### src/rtl/risc5_intc_pkg.sv
`default_nettype none
// ============================================================================
// Module      : risc5_intc_pkg
// Description : Shared definitions for the RISC5 interrupt controller:
//               register indices, FSM state encoding, STATUS bit positions
//               and the vector-width helper.
// Revision    : 1.0 - initial release
// ============================================================================
package risc5_intc_pkg;

    // Register indices on the IO bus
    localparam logic [2:0] REG_ENABLE  = 3'd0;
    localparam logic [2:0] REG_PENDING = 3'd1;
    localparam logic [2:0] REG_EDGE    = 3'd2;
    localparam logic [2:0] REG_STATUS  = 3'd3;
    localparam logic [2:0] REG_OVF     = 3'd4;

    // Controller states
    localparam logic [1:0] ST_IDLE    = 2'd0;
    localparam logic [1:0] ST_REQ     = 2'd1;
    localparam logic [1:0] ST_SERVICE = 2'd2;

    // STATUS register bit positions
    localparam int STATUS_VALID_BIT = 31;
    localparam int STATUS_INSVC_BIT = 30;

    // Vector width: enough bits to index NSRC sources, never less than one
    function automatic int f_vw(input int n);
        return (n <= 2) ? 1 : $clog2(n);
    endfunction

    localparam int NSRC_DEFAULT = 8;
    localparam int VW_DEFAULT   = f_vw(NSRC_DEFAULT);

endpackage
`default_nettype wire

### src/rtl/risc5_intc_prio.sv
`default_nettype none
// ============================================================================
// Module      : risc5_intc_prio
// Description : Fixed-priority encoder, lowest set index wins.
//               i_mask : NSRC request mask
//               o_any  : at least one bit of i_mask is set
//               o_idx  : index of the lowest set bit (0 when none)
// Revision    : 1.0 - initial release
// ============================================================================
module risc5_intc_prio #(
    parameter int NSRC = 8,
    parameter int VW   = 3
) (
    input  logic [NSRC-1:0] i_mask,
    output logic            o_any,
    output logic [VW-1:0]   o_idx
);

    always_comb begin
        o_any = |i_mask;
        o_idx = '0;
        // Scan from the top so the lowest set index is written last
        for (int i = NSRC - 1; i >= 0; i--) begin
            if (i_mask[i]) begin
                o_idx = VW'(i);
            end
        end
    end

endmodule
`default_nettype wire

### src/rtl/risc5_intc.sv
`default_nettype none
// ============================================================================
// Module      : risc5_intc
// Description : NSRC-channel interrupt controller for the RISC5 core.
//               Per-channel enable and edge/level mode, fixed priority
//               (lowest index wins), one irq line to the CPU, vector latched
//               on int_ack, in-service held until EOI (STATUS write) or rti.
// Ports       : clk, rst        - clock, synchronous active-high reset
//               irq_in[NSRC]    - source request lines
//               irq             - request to the CPU
//               int_ack, rti    - CPU acknowledge / return-from-interrupt
//               rd, wr, adr,
//               wdata, rdata    - register bus (rdata combinational)
//               vec, in_service - latched vector, SERVICE-state flag
// Options     : RISC5_INTC_OVF_EN - adds the sticky per-channel overflow
//               register at index 4 (reads 0 otherwise)
// Revision    : 1.0 - initial release
// ============================================================================
module risc5_intc
    import risc5_intc_pkg::*;
#(
    parameter  int NSRC = 8,
    localparam int VW   = f_vw(NSRC)
) (
    input  logic            clk,
    input  logic            rst,
    input  logic [NSRC-1:0] irq_in,
    output logic            irq,
    input  logic            int_ack,
    input  logic            rti,
    input  logic            rd,
    input  logic            wr,
    input  logic [2:0]      adr,
    input  logic [31:0]     wdata,
    output logic [31:0]     rdata,
    output logic [VW-1:0]   vec,
    output logic            in_service
);

    logic [NSRC-1:0] r_irq_q;
    logic [NSRC-1:0] r_irq_prev;
    logic [NSRC-1:0] r_enable;
    logic [NSRC-1:0] r_edge;
    logic [NSRC-1:0] r_pend;
    logic [1:0]      r_state;
    logic [1:0]      w_state_nx;
    logic [VW-1:0]   r_vec;
    logic            r_valid;

    logic [NSRC-1:0] w_wdata;
    logic [NSRC-1:0] w_rise;
    logic [NSRC-1:0] w_pend_w1c;
    logic [NSRC-1:0] w_ack_clr;
    logic [NSRC-1:0] w_ovf_rd;
    logic            w_any;
    logic [VW-1:0]   w_idx;
    logic            w_ack;
    logic            w_eoi;

    assign w_wdata = wdata[NSRC-1:0];

    generate
        if (NSRC < 32) begin : g_unused_wdata
            logic w_unused_hi;
            assign w_unused_hi = ^wdata[31:NSRC];
        end
    endgenerate

    // ------------------------------------------------------------------
    // Input stage and edge detection
    // ------------------------------------------------------------------
    always_ff @(posedge clk) begin
        if (rst) begin
            r_irq_q    <= '0;
            r_irq_prev <= '0;
        end else begin
            r_irq_q    <= irq_in;
            r_irq_prev <= r_irq_q;
        end
    end

    assign w_rise = r_irq_q & ~r_irq_prev;

    // ------------------------------------------------------------------
    // Request selection (uses registered enable, so a same-cycle ENABLE
    // write does not affect an acknowledge)
    // ------------------------------------------------------------------
    risc5_intc_prio #(
        .NSRC (NSRC),
        .VW   (VW)
    ) u_prio (
        .i_mask (r_pend & r_enable),
        .o_any  (w_any),
        .o_idx  (w_idx)
    );

    assign w_ack      = (r_state == ST_REQ) && int_ack;
    assign w_eoi      = (wr && (adr == REG_STATUS)) || rti;
    assign w_pend_w1c = (wr && (adr == REG_PENDING)) ? w_wdata : '0;

    always_comb begin
        w_ack_clr = '0;
        if (w_ack && w_any) begin
            w_ack_clr[w_idx] = 1'b1;
        end
    end

    // ------------------------------------------------------------------
    // Configuration and pending registers
    // Edge channels: set on rise (set beats clear), cleared by W1C or ack.
    // Level channels: mirror irq_q, never cleared by the controller.
    // ------------------------------------------------------------------
    always_ff @(posedge clk) begin
        if (rst) begin
            r_enable <= '0;
            r_edge   <= '0;
            r_pend   <= '0;
        end else begin
            if (wr && (adr == REG_ENABLE)) begin
                r_enable <= w_wdata;
            end
            if (wr && (adr == REG_EDGE)) begin
                r_edge <= w_wdata;
            end
            r_pend <= (r_edge & ((r_pend & ~w_pend_w1c & ~w_ack_clr) | w_rise))
                    | (~r_edge & r_irq_q);
        end
    end

`ifdef RISC5_INTC_OVF_EN
    logic [NSRC-1:0] r_ovf;
    logic [NSRC-1:0] w_ovf_w1c;

    assign w_ovf_w1c = (wr && (adr == REG_OVF)) ? w_wdata : '0;

    // A fresh edge on an edge channel whose pending bit is still set
    always_ff @(posedge clk) begin
        if (rst) begin
            r_ovf <= '0;
        end else begin
            r_ovf <= (r_ovf & ~w_ovf_w1c) | (r_edge & w_rise & r_pend);
        end
    end

    assign w_ovf_rd = r_ovf;
`else
    assign w_ovf_rd = '0;
`endif

    // ------------------------------------------------------------------
    // Controller FSM
    // IDLE is always occupied for at least one cycle with irq low, so the
    // CPU's edge detector sees a fresh rising edge for every request.
    // Once in REQ, irq stays high until ack even if the request vanishes.
    // ------------------------------------------------------------------
    always_ff @(posedge clk) begin
        if (rst) begin
            r_state <= ST_IDLE;
        end else begin
            r_state <= w_state_nx;
        end
    end

    always_comb begin
        w_state_nx = r_state;
        case (r_state)
            ST_IDLE: begin
                if (w_any) begin
                    w_state_nx = ST_REQ;
                end
            end
            ST_REQ: begin
                if (int_ack) begin
                    w_state_nx = ST_SERVICE;
                end
            end
            ST_SERVICE: begin
                if (w_eoi) begin
                    w_state_nx = ST_IDLE;
                end
            end
            default: w_state_nx = ST_IDLE;
        endcase
    end

    // Vector latch: a spurious ack (nothing left to serve) records vec=0
    always_ff @(posedge clk) begin
        if (rst) begin
            r_vec   <= '0;
            r_valid <= 1'b0;
        end else if (w_ack) begin
            r_valid <= w_any;
            r_vec   <= w_any ? w_idx : '0;
        end else if ((r_state == ST_SERVICE) && w_eoi) begin
            r_valid <= 1'b0;
            r_vec   <= '0;
        end
    end

    assign irq        = (r_state == ST_REQ);
    assign in_service = (r_state == ST_SERVICE);
    assign vec        = r_vec;

    // ------------------------------------------------------------------
    // Read mux
    // ------------------------------------------------------------------
    always_comb begin
        rdata = '0;
        if (rd) begin
            case (adr)
                REG_ENABLE:  rdata[NSRC-1:0] = r_enable;
                REG_PENDING: rdata[NSRC-1:0] = r_pend;
                REG_EDGE:    rdata[NSRC-1:0] = r_edge;
                REG_STATUS: begin
                    rdata[STATUS_VALID_BIT] = r_valid;
                    rdata[STATUS_INSVC_BIT] = in_service;
                    rdata[VW-1:0]           = r_vec;
                end
                REG_OVF:     rdata[NSRC-1:0] = w_ovf_rd;
                default:     rdata = '0;
            endcase
        end
    end

endmodule
`default_nettype wire

### config.mk
export PLATFORM = sky130hd
export DESIGN_NAME = risc5_intc
export DESIGN_NICKNAME = d
export VERILOG_FILES = /design/src/rtl/risc5_intc_pkg.sv /design/src/rtl/risc5_intc_prio.sv /design/src/rtl/risc5_intc.sv
export SDC_FILE = /design/constraint.sdc
export NUM_CORES = 1
export LEC_CHECK = 0
export ABC_CLOCK_PERIOD_IN_PS = 3300
export CAP_MARGIN = 20
export CORE_ASPECT_RATIO = 1.75
export CORE_MARGIN = 4
export CORE_UTILIZATION = 34
export DETAILED_ROUTE_END_ITERATION = 16
export DONT_BUFFER_PORTS = 1
export SLEW_MARGIN = 30
export SYNTH_ARGS = -nofsm -noshare
export SYNTH_HDL_FRONTEND = slang
export SYNTH_SLANG_ARGS = --single-unit
### constraint.sdc
create_clock -name clk -period 3.3 [get_ports clk]
set_clock_uncertainty 0.05 [all_clocks]
set_input_delay 0.495 -clock clk [delete_from_list [all_inputs] [get_ports clk]]
set_output_delay 0.495 -clock clk [all_outputs]
set_load 0.05 [all_outputs]
==> results.json, run 1 <==
{
  "fin_crit_ns": 2.22,
  "final_common_cell": "dfxtp_1",
  "ys_ff_latch": 46,
  "max_freq_ghz": 0.450,
  "cts.path.max_buffers": 2,
  "syn_area_sq_um": 2330,
  "avgSynthCellArea_sq_um": 9.06,
  "grt_overflow": 0,
  "cts-root-buf": "clkbuf_16",
  "core_sq_um": 6590,
  "drtIter0Drc": 109,
  "slowest_delay_ns": 0.70,
  "avgViaCountPerCell": 4.97,
  "drt_wl_total_mm": 5.18,
  "pwr_density_cell_nw_per_um2": 486,
  "grt_pass1_wl_mm": 8.45,
  "hold_violations": 0,
  "ctsHtreeMaxLevel": 2,
  "portBuffers": 0,
  "power_mw": 1.20,
  "synth_enable_flop_cells": 0,
  "worstSkewPairLatency_ns": 0.29,
  "stdcell_count": 344,
  "fp.dieW_microns": 70.5,
  "p_leak_nw": 0.911,
  "nets": 310,
  "area_delta_synth_final_pct": 6.24,
  "antenna_found_initial": 0,
  "ys.flop_type": "dfxtp_1",
  "period_share_pct": 67.4,
  "grt_max_degree": 46,
  "drive_gt1_share_pct": 12.2,
  "finish.instance_area_sq_um": 2470,
  "initial_core_util_pct": 35.3,
  "finalSetupTns_ns": 0,
  "async_flop_share_pct": 0,
  "cts_resized": 0,
  "numCtsBuffers": 5,
  "drc": 0,
  "critPathKind": "flip-flop to output port",
  "cp.required_ns": 2.75,
  "setup_viol": 0,
  "worstPathArrival_ns": 1.68,
  "drt_first_pass_iters": 4,
  "netlist_instances": 257,
  "place.detailed.hpwl_mm": 3.73,
  "hold_path.class": "primary input to flip-flop",
  "ys_types": 42,
  "end_kind": "output port",
  "final_cell_mix": "dfxtp_1 (46), nand2_1 (33), nor2_1 (32), conb_1 (22)",
  "io_pins": 86,
  "slew_headroom_pct": 38.0,
  "crit_family": "flip-flops",
  "yosysSeqAreaShare_pct": 39.6,
  "post_drt_wl_per_cell_microns": 15.1,
  "placed_area_sq_um": 2320,
  "post_cts_buffers": 0,
  "ir_worst_vdd_mv": 0.217,
  "ant_nets": 0,
  "slew_violations": 0,
  "antenna_cells": 0,
  "cts_tree": "done",
  "cts_sinks": 46,
  "track_usage_pct": 13.0,
  "hold_buffers": 0,
  "die_h_microns": 117,
  "yosysWarnings": 0,
  "cp_max_fo": 3,
  "grt_pass1_vias": 1724,
  "cap_viol_max_count": 0,
  "crit_chain": "mux4_2, nor2b_4",
  "worst_pin_slew_ns": 0.928,
  "vias": 1709,
  "worst_setup_path_start_kind": "flip-flop",
  "clk_pin_slew_ns": 0.06,
  "dieArea_sq_um": 8280,
  "hold_slack_ns": 0.221,
  "place.gp.congestion": 0.794,
  "crit_buf_inv": 0,
  "outcome": "completed",
  "slowest_stage": "dfxtp_1",
  "rsz0062_at_grt": "false",
  "dp_cells": 336,
  "std_cell_rows": 39
}
## layer usage
metal | up-vias | global-route usage, % | routed length (microns) | share of wire [%]
li1 | 849 | - | - | -
met1 | 793 | 14.0 | 2030 | 39
met2 | 59 | 22.6 | 2610 | 50
met3 | 8 | 3.85 | 385 | 7.4
met4 | 0 | 6.47 | 147 | 2.8
met5 | - | 0 | 0 | 0
## power breakdown
group | internal, mW | switching (mW) | total, mW
clock network | 0.300 | 0.205 | 0.505
logic | 0.0270 | 0.0852 | 0.112
registers | 0.573 | 0.0117 | 0.585
total | 0.901 | 0.302 | 1.20
## stage by stage
stage,worst slack (ns),util (%)
after floorplan,0.773,-
after global placement,1.31,35.3
after detailed placement,1.28,35.3
after CTS,1.05,37.5
after global routing,1.03,37.5
final,1.08,37.5
## worst register-to-register path, cell delays in order (launching register included)
cell	delay, ns
dfxtp_1	0.43
a22oi_1	0.14
a32oi_1	0.23
o21ai_1	0.23
a32o_1	0.27
## registers in the layout, summed over array words and instances (netlist names)
signal and count:
r_edge 8, r_enable 8, r_irq_prev 8, r_irq_q 8, r_pend 8, vec 3
r_state 2, r_valid 1
## path summary, 6_finish.rpt
check              startpoint            end  slack (ns)  depth (start not counted)
setup / recovery       vec[2]       rdata[2]        1.08                          2
hold reg to reg    r_irq_q[0]  r_irq_prev[0]        0.40                          1
setup reg to reg  r_enable[0]         vec[0]        1.85                          4
hold / removal            rst     r_irq_q[7]        0.22                          1
## synthesized netlist by cell type, types with 2 or more instances
library cell | n | share of area, %
inv_1 | 2 | 0.32
a21oi_1 | 20 | 4.3
a22oi_1 | 4 | 1.3
mux2i_1 | 13 | 5.6
nand2b_1 | 3 | 0.81
nor2b_1 | 20 | 5.4
buf_4 | 25 | 8.1
nor3_1 | 4 | 0.86
a211oi_2 | 6 | 3.2
a211oi_1 | 2 | 0.64
nand4_1 | 2 | 0.54
nor2b_4 | 2 | 1.2
a21boi_0 | 6 | 1.9
buf_2 | 3 | 0.64
nand2_1 | 33 | 5.3
a32o_1 | 3 | 1.3
a22o_1 | 2 | 0.75
nor2_1 | 32 | 5.2
mux4_2 | 2 | 1.9
o21a_1 | 2 | 0.64
dfxtp_1 | 46 | 40
buf_6 | 4 | 1.9
a32oi_1 | 2 | 0.75
## cells by family (layout without fill, tap and decap cells)
logic type	after synthesis	in the layout	share of synthesized area (%)
muxes	16	16	8.66
DFF	46	46	39.6
and+or+nand+nor	107	107	23.5
buffers and inverters	35	19	11.1
other	1	22	0.161
AOI/OAI and AO/OA	52	52	17.0
## final cells by class
class / count / area [sq um]
fillers: 717 / 4120
multi-input cells: 197 / 1230
flip-flops and latches: 46 / 921
clock buffers: 7 / 143
well taps: 82 / 103
repair buffers: 9 / 67.6
inverters: 2 / 7.51
clock inverters: 1 / 5.00
Power figures use the tool's default switching activity.
==> inputs of run 2 (changes only) <==
--- a/config.mk
+++ b/config.mk
@@ -5,7 +5,7 @@
 export SDC_FILE = /design/constraint.sdc
 export NUM_CORES = 1
 export LEC_CHECK = 0
-export ABC_CLOCK_PERIOD_IN_PS = 3300
+export ABC_CLOCK_PERIOD_IN_PS = 2050
 export CAP_MARGIN = 20
 export CORE_ASPECT_RATIO = 1.75
 export CORE_MARGIN = 4
==> constraint.sdc (replaced) <==
create_clock -name clk -period 2.05 [get_ports clk]
set_clock_uncertainty 0.05 [all_clocks]
set_input_delay 0.3075 -clock clk [delete_from_list [all_inputs] [get_ports clk]]
set_output_delay 0.3075 -clock clk [all_outputs]
set_load 0.05 [all_outputs]
==> results.json, run 2 (synthesis results as in run 1) <==
{
  "grt_max_degree": 46,
  "hold_buffers": 0,
  "cts_resized": 0,
  "drive_gt1_share_pct": 13.5,
  "worstPathArrival_ns": 1.48,
  "hold_violations": 0,
  "r2r_cells": 4,
  "clk_pin_slew_ns": 0.06,
  "dpl_worst_slack_ns": 0.404,
  "drt_wl_total_mm": 5.12,
  "cp.required_ns": 1.69,
  "grt_pass1_wl_mm": 8.13,
  "core_sq_um": 6590,
  "drc": 0,
  "fin_crit_ns": 1.84,
  "hold_path.class": "primary input to flip-flop",
  "r2r_end": "vec[0]",
  "setup_viol": 0,
  "outcome": "completed",
  "worst_pin_slew_ns": 0.625,
  "setup_ws_ns": 0.215,
  "final_common_cell": "dfxtp_1",
  "dp_cells": 340,
  "cap_viol_max_count": 0,
  "drtIter0Drc": 95,
  "cp_max_fo": 5,
  "grt_overflow": 0,
  "post_drt_wl_per_cell_microns": 14.7,
  "fp.dieW_microns": 70.5,
  "ctsHtreeMaxLevel": 2,
  "worstSkewPairLatency_ns": 0.29,
  "ir_worst_vdd_mv": 0.362,
  "slew_violations": 0,
  "vias": 1711,
  "pwr_density_cell_nw_per_um2": 774,
  "antenna_found_initial": 0,
  "cts.path.max_buffers": 2,
  "period_share_pct": 89.5,
  "finish.instance_area_sq_um": 2500,
  "grt_pass1_vias": 1644,
  "die_h_microns": 117,
  "stdcell_count": 348,
  "cts_tree": "done",
  "fin_util_pct": 38.0,
  "post_cts_buffers": 0,
  "regToRegStartpoint": "r_enable[0]",
  "rrSetupSlack_ns": 0.59,
  "nets": 314,
  "holdPathStages": 1,
  "place.gp.congestion": 0.788,
  "initial_core_util_pct": 35.3,
  "cts-root-buf": "clkbuf_16",
  "dieArea_sq_um": 8280,
  "finalSetupTns_ns": 0,
  "placed_area_sq_um": 2350,
  "rsz0062_at_grt": "false",
  "avgViaCountPerCell": 4.92,
  "portBuffers": 0,
  "area_delta_synth_final_pct": 7.53,
  "final_cell_mix": "dfxtp_1 (46), nand2_1 (33), nor2_1 (32), conb_1 (22)",
  "worst_setup_path_start_kind": "flip-flop",
  "critPathKind": "flip-flop to output port",
  "numCtsBuffers": 5,
  "track_usage_pct": 12.5,
  "io_pins": 86,
  "end_kind": "output port",
  "std_cell_rows": 39,
  "p_leak_nw": 0.933,
  "worstHoldStart": "rst",
  "max_freq_ghz": 0.545,
  "place.detailed.hpwl_mm": 3.71,
  "slew_headroom_pct": 58.3,
  "whs_endpoint": "r_edge[7]",
  "antenna_cells": 0,
  "cts_sinks": 46,
  "ant_nets": 0,
  "drt_first_pass_iters": 4
}
[run 2: changes by cell type in the layout (fill, tap and decap cells not counted), sizes merged]
cell,before,now
buf,9,13
[run 2: cell type report]
| class | instances | area, sq um |
|---|---|---|
| Clock inverter | 1 | 5.00 |
| Timing Repair Buffer | 13 | 97.6 |
| Inverter | 2 | 7.51 |
| Multi-Input combinational cell | 197 | 1230 |
| Clock buffer | 7 | 143 |
| Tap cell | 82 | 103 |
| Fill cell | 692 | 4090 |
| Sequential cell | 46 | 921 |
[run 2: worst max-delay path by stage]
stage                start   endpoint  depth (start not counted)
6_report         r_pend[0]   rdata[0]                          3
5_1_grt        r_enable[0]   rdata[0]                          3
4_1_cts          r_pend[0]   rdata[0]                          3
3_5_place_dp        adr[2]  rdata[31]                          3
3_3_place_gp        adr[2]  rdata[31]                          3
2_1_floorplan       adr[2]  rdata[30]                          3
[run 2: through the flow]
| step | power [mW] | hold slack, ns |
|---|---|---|
| floorplan | 1.18 | 0.337 |
| global placement | 1.14 | 0.334 |
| detailed placement | 1.14 | 0.335 |
| CTS | 1.96 | 0.0266 |
| global route | 2.01 | 0.0266 |
| finish | 1.94 | 0.0335 |
[run 2: report_power, final]
part	total [mW]	leakage [nW]	internal [mW]	switching [mW]
Sequential	0.941	0.376	0.923	0.0181
Clock	0.814	0.0739	0.483	0.331
Combinational	0.182	0.483	0.0442	0.138
[run 2: worst max-delay path: stages, from the launching register on]
cell,delay (ns)
dfxtp_1,0.35
mux4_1,0.49
nor2b_1,0.14
buf_4,0.21
[run 2: layer usage]
metal	global-route usage, %	share of wire (%)	vias up
met1	13.6	38	780
met2	21.0	51	67
met5	0	0	-
met4	6.82	2.6	0
met3	4.28	9.0	8
li1	-	-	856
==> inputs of run 3 (changes only) <==
--- a/config.mk
+++ b/config.mk
@@ -5,7 +5,7 @@
 export SDC_FILE = /design/constraint.sdc
 export NUM_CORES = 1
 export LEC_CHECK = 0
-export ABC_CLOCK_PERIOD_IN_PS = 2050
+export ABC_CLOCK_PERIOD_IN_PS = 1920
 export CAP_MARGIN = 20
 export CORE_ASPECT_RATIO = 1.75
 export CORE_MARGIN = 4
==> constraint.sdc (replaced) <==
create_clock -name clk -period 1.92 [get_ports clk]
set_clock_uncertainty 0.05 [all_clocks]
set_input_delay 0.288 -clock clk [delete_from_list [all_inputs] [get_ports clk]]
set_output_delay 0.288 -clock clk [all_outputs]
set_load 0.05 [all_outputs]
==> results.json, run 3 (synthesis results as in run 1) <==
{
  "slowest_delay_ns": 0.49,
  "fp.dieW_microns": 70.5,
  "placed_area_sq_um": 2360,
  "p_leak_nw": 0.933,
  "worstSkewPairLatency_ns": 0.29,
  "cts_resized": 0,
  "die_h_microns": 117,
  "avgViaCountPerCell": 4.93,
  "clk_pin_slew_ns": 0.06,
  "nets": 315,
  "endpoint": "rdata[0]",
  "crit_chain": "mux4_1, nor2b_1, buf_4",
  "hold_violations": 0,
  "grt_overflow": 0,
  "drc": 0,
  "post_cts_buffers": 0,
  "antenna_found_initial": 0,
  "startpoint": "r_pend[0]",
  "cts-root-buf": "clkbuf_16",
  "area_delta_synth_final_pct": 7.31,
  "cp_max_fo": 5,
  "seqPwrFrac_pct": 49.6,
  "setup_viol": 0,
  "rrSetupSlack_ns": 0.45,
  "pwr_density_cell_nw_per_um2": 810,
  "period_share_pct": 93.7,
  "final_common_cell": "dfxtp_1",
  "track_usage_pct": 13.0,
  "regToRegStartpoint": "r_enable[0]",
  "r2r_end": "vec[0]",
  "portBuffers": 0,
  "dieArea_sq_um": 8280,
  "combPwrFrac_pct": 9.7,
  "cts_tree": "done",
  "initial_core_util_pct": 35.3,
  "ant_nets": 0,
  "grt_max_degree": 46,
  "end_kind": "output port",
  "stdcell_count": 348,
  "fin_crit_ns": 1.80,
  "post_drt_wl_per_cell_microns": 14.9,
  "numCtsBuffers": 5,
  "max_freq_ghz": 0.556,
  "fill_cells": 709,
  "final_cell_mix": "dfxtp_1 (46), nand2_1 (33), nor2_1 (32), conb_1 (22)",
  "rsz0062_at_grt": "false",
  "ctsHtreeMaxLevel": 2,
  "holdPathStages": 1,
  "worstPathArrival_ns": 1.46,
  "cap_viol_max_count": 0,
  "slowest_stage": "mux4_1",
  "grt_pass1_vias": 1730,
  "vias": 1717,
  "finalSetupTns_ns": 0,
  "std_cell_rows": 39,
  "place.gp.congestion": 0.798,
  "core_sq_um": 6590,
  "drt_first_pass_iters": 4,
  "cp.required_ns": 1.58,
  "antenna_cells": 0,
  "finish.instance_area_sq_um": 2500,
  "clockPowerShare_pct": 40.7,
  "io_pins": 86,
  "grt_pass1_wl_mm": 8.37,
  "r2r_cells": 4,
  "drtIter0Drc": 60,
  "hold_path.class": "primary input to flip-flop",
  "drive_gt1_share_pct": 13.9,
  "outcome": "completed",
  "place.detailed.hpwl_mm": 3.78,
  "drt_wl_total_mm": 5.18,
  "p_switching_uw": 520,
  "power_switching_share_pct": 25.7,
  "critPathKind": "flip-flop to output port",
  "ir_worst_vdd_mv": 0.332,
  "cts.path.max_buffers": 2,
  "intPower_mw": 1.50,
  "hold_buffers": 0,
  "slew_violations": 0,
  "cts_sinks": 46,
  "worst_setup_path_start_kind": "flip-flop",
  "dp_cells": 341
}
run 3: cell count changes in the layout (fill, tap and decap cells not counted), sizes merged:
cell / before / now
buf: 13 / 14
clkbuf: 7 / 5
clkinv: 1 / 2
run 3: per-stage QoR:
stage / worst slack [ns] / power (mW) / hold slack [ns] / utilization [%]
5_1_grt: 0.0699 / 2.10 / 0.00683 / 37.9
6_report: 0.122 / 2.02 / 0.0130 / 37.9
4_1_cts: 0.112 / 2.05 / 0.00847 / 37.9
3_5_place_dp: 0.430 / 1.22 / 0.317 / 35.9
2_1_floorplan: -0.193 / 1.26 / 0.318 / -
3_3_place_gp: 0.433 / 1.22 / 0.314 / 35.9
run 3: area by class of cell:
type / instances / area, sq um / share of cell area (%)
clock inverter: 2 / 10.0 / 0.401
sequential: 46 / 921 / 36.9
timing repair buffer: 14 / 105 / 4.21
tap: 82 / 103 / 4.11
multi-input combinational: 197 / 1230 / 49.1
inverter: 2 / 7.51 / 0.301
clock buffer: 5 / 125 / 5.01
run 3: worst min path at each step:
stage | end | from
floorplan | r_irq_prev[2] | rst
global placement | r_irq_q[7] | rst
detailed placement | r_irq_q[7] | rst
CTS | r_enable[7] | rst
global route | r_irq_q[7] | rst
finish | r_edge[7] | rst
run 3: power groups by stage:
| stage | sequential [mW] | clock [mW] | combinational (mW) |
|---|---|---|---|
| 6_report | 1.00 | 0.823 | 0.196 |
| 5_1_grt | 1.01 | 0.878 | 0.210 |
| 4_1_cts | 1.00 | 0.847 | 0.197 |
| 3_5_place_dp | 1.03 | 0 | 0.197 |
| 3_3_place_gp | 1.02 | 0 | 0.195 |
| 2_1_floorplan | 1.02 | 0 | 0.240 |
run 3: worst max-delay path: cells and delay by family, from the launching register on:
kind | cells | cell delay (ns)
buffers and inverters | 1 | 0.19
AND/OR/NAND/NOR | 1 | 0.14
flip-flops | 1 | 0.35
multiplexers | 1 | 0.49
run 3: routing by layer:
metal / routed length (microns) / track usage [%]
met5: 0 / 0
met4: 171 / 8.00
met3: 385 / 4.28
met2: 2600 / 22.1
met1: 2030 / 13.4
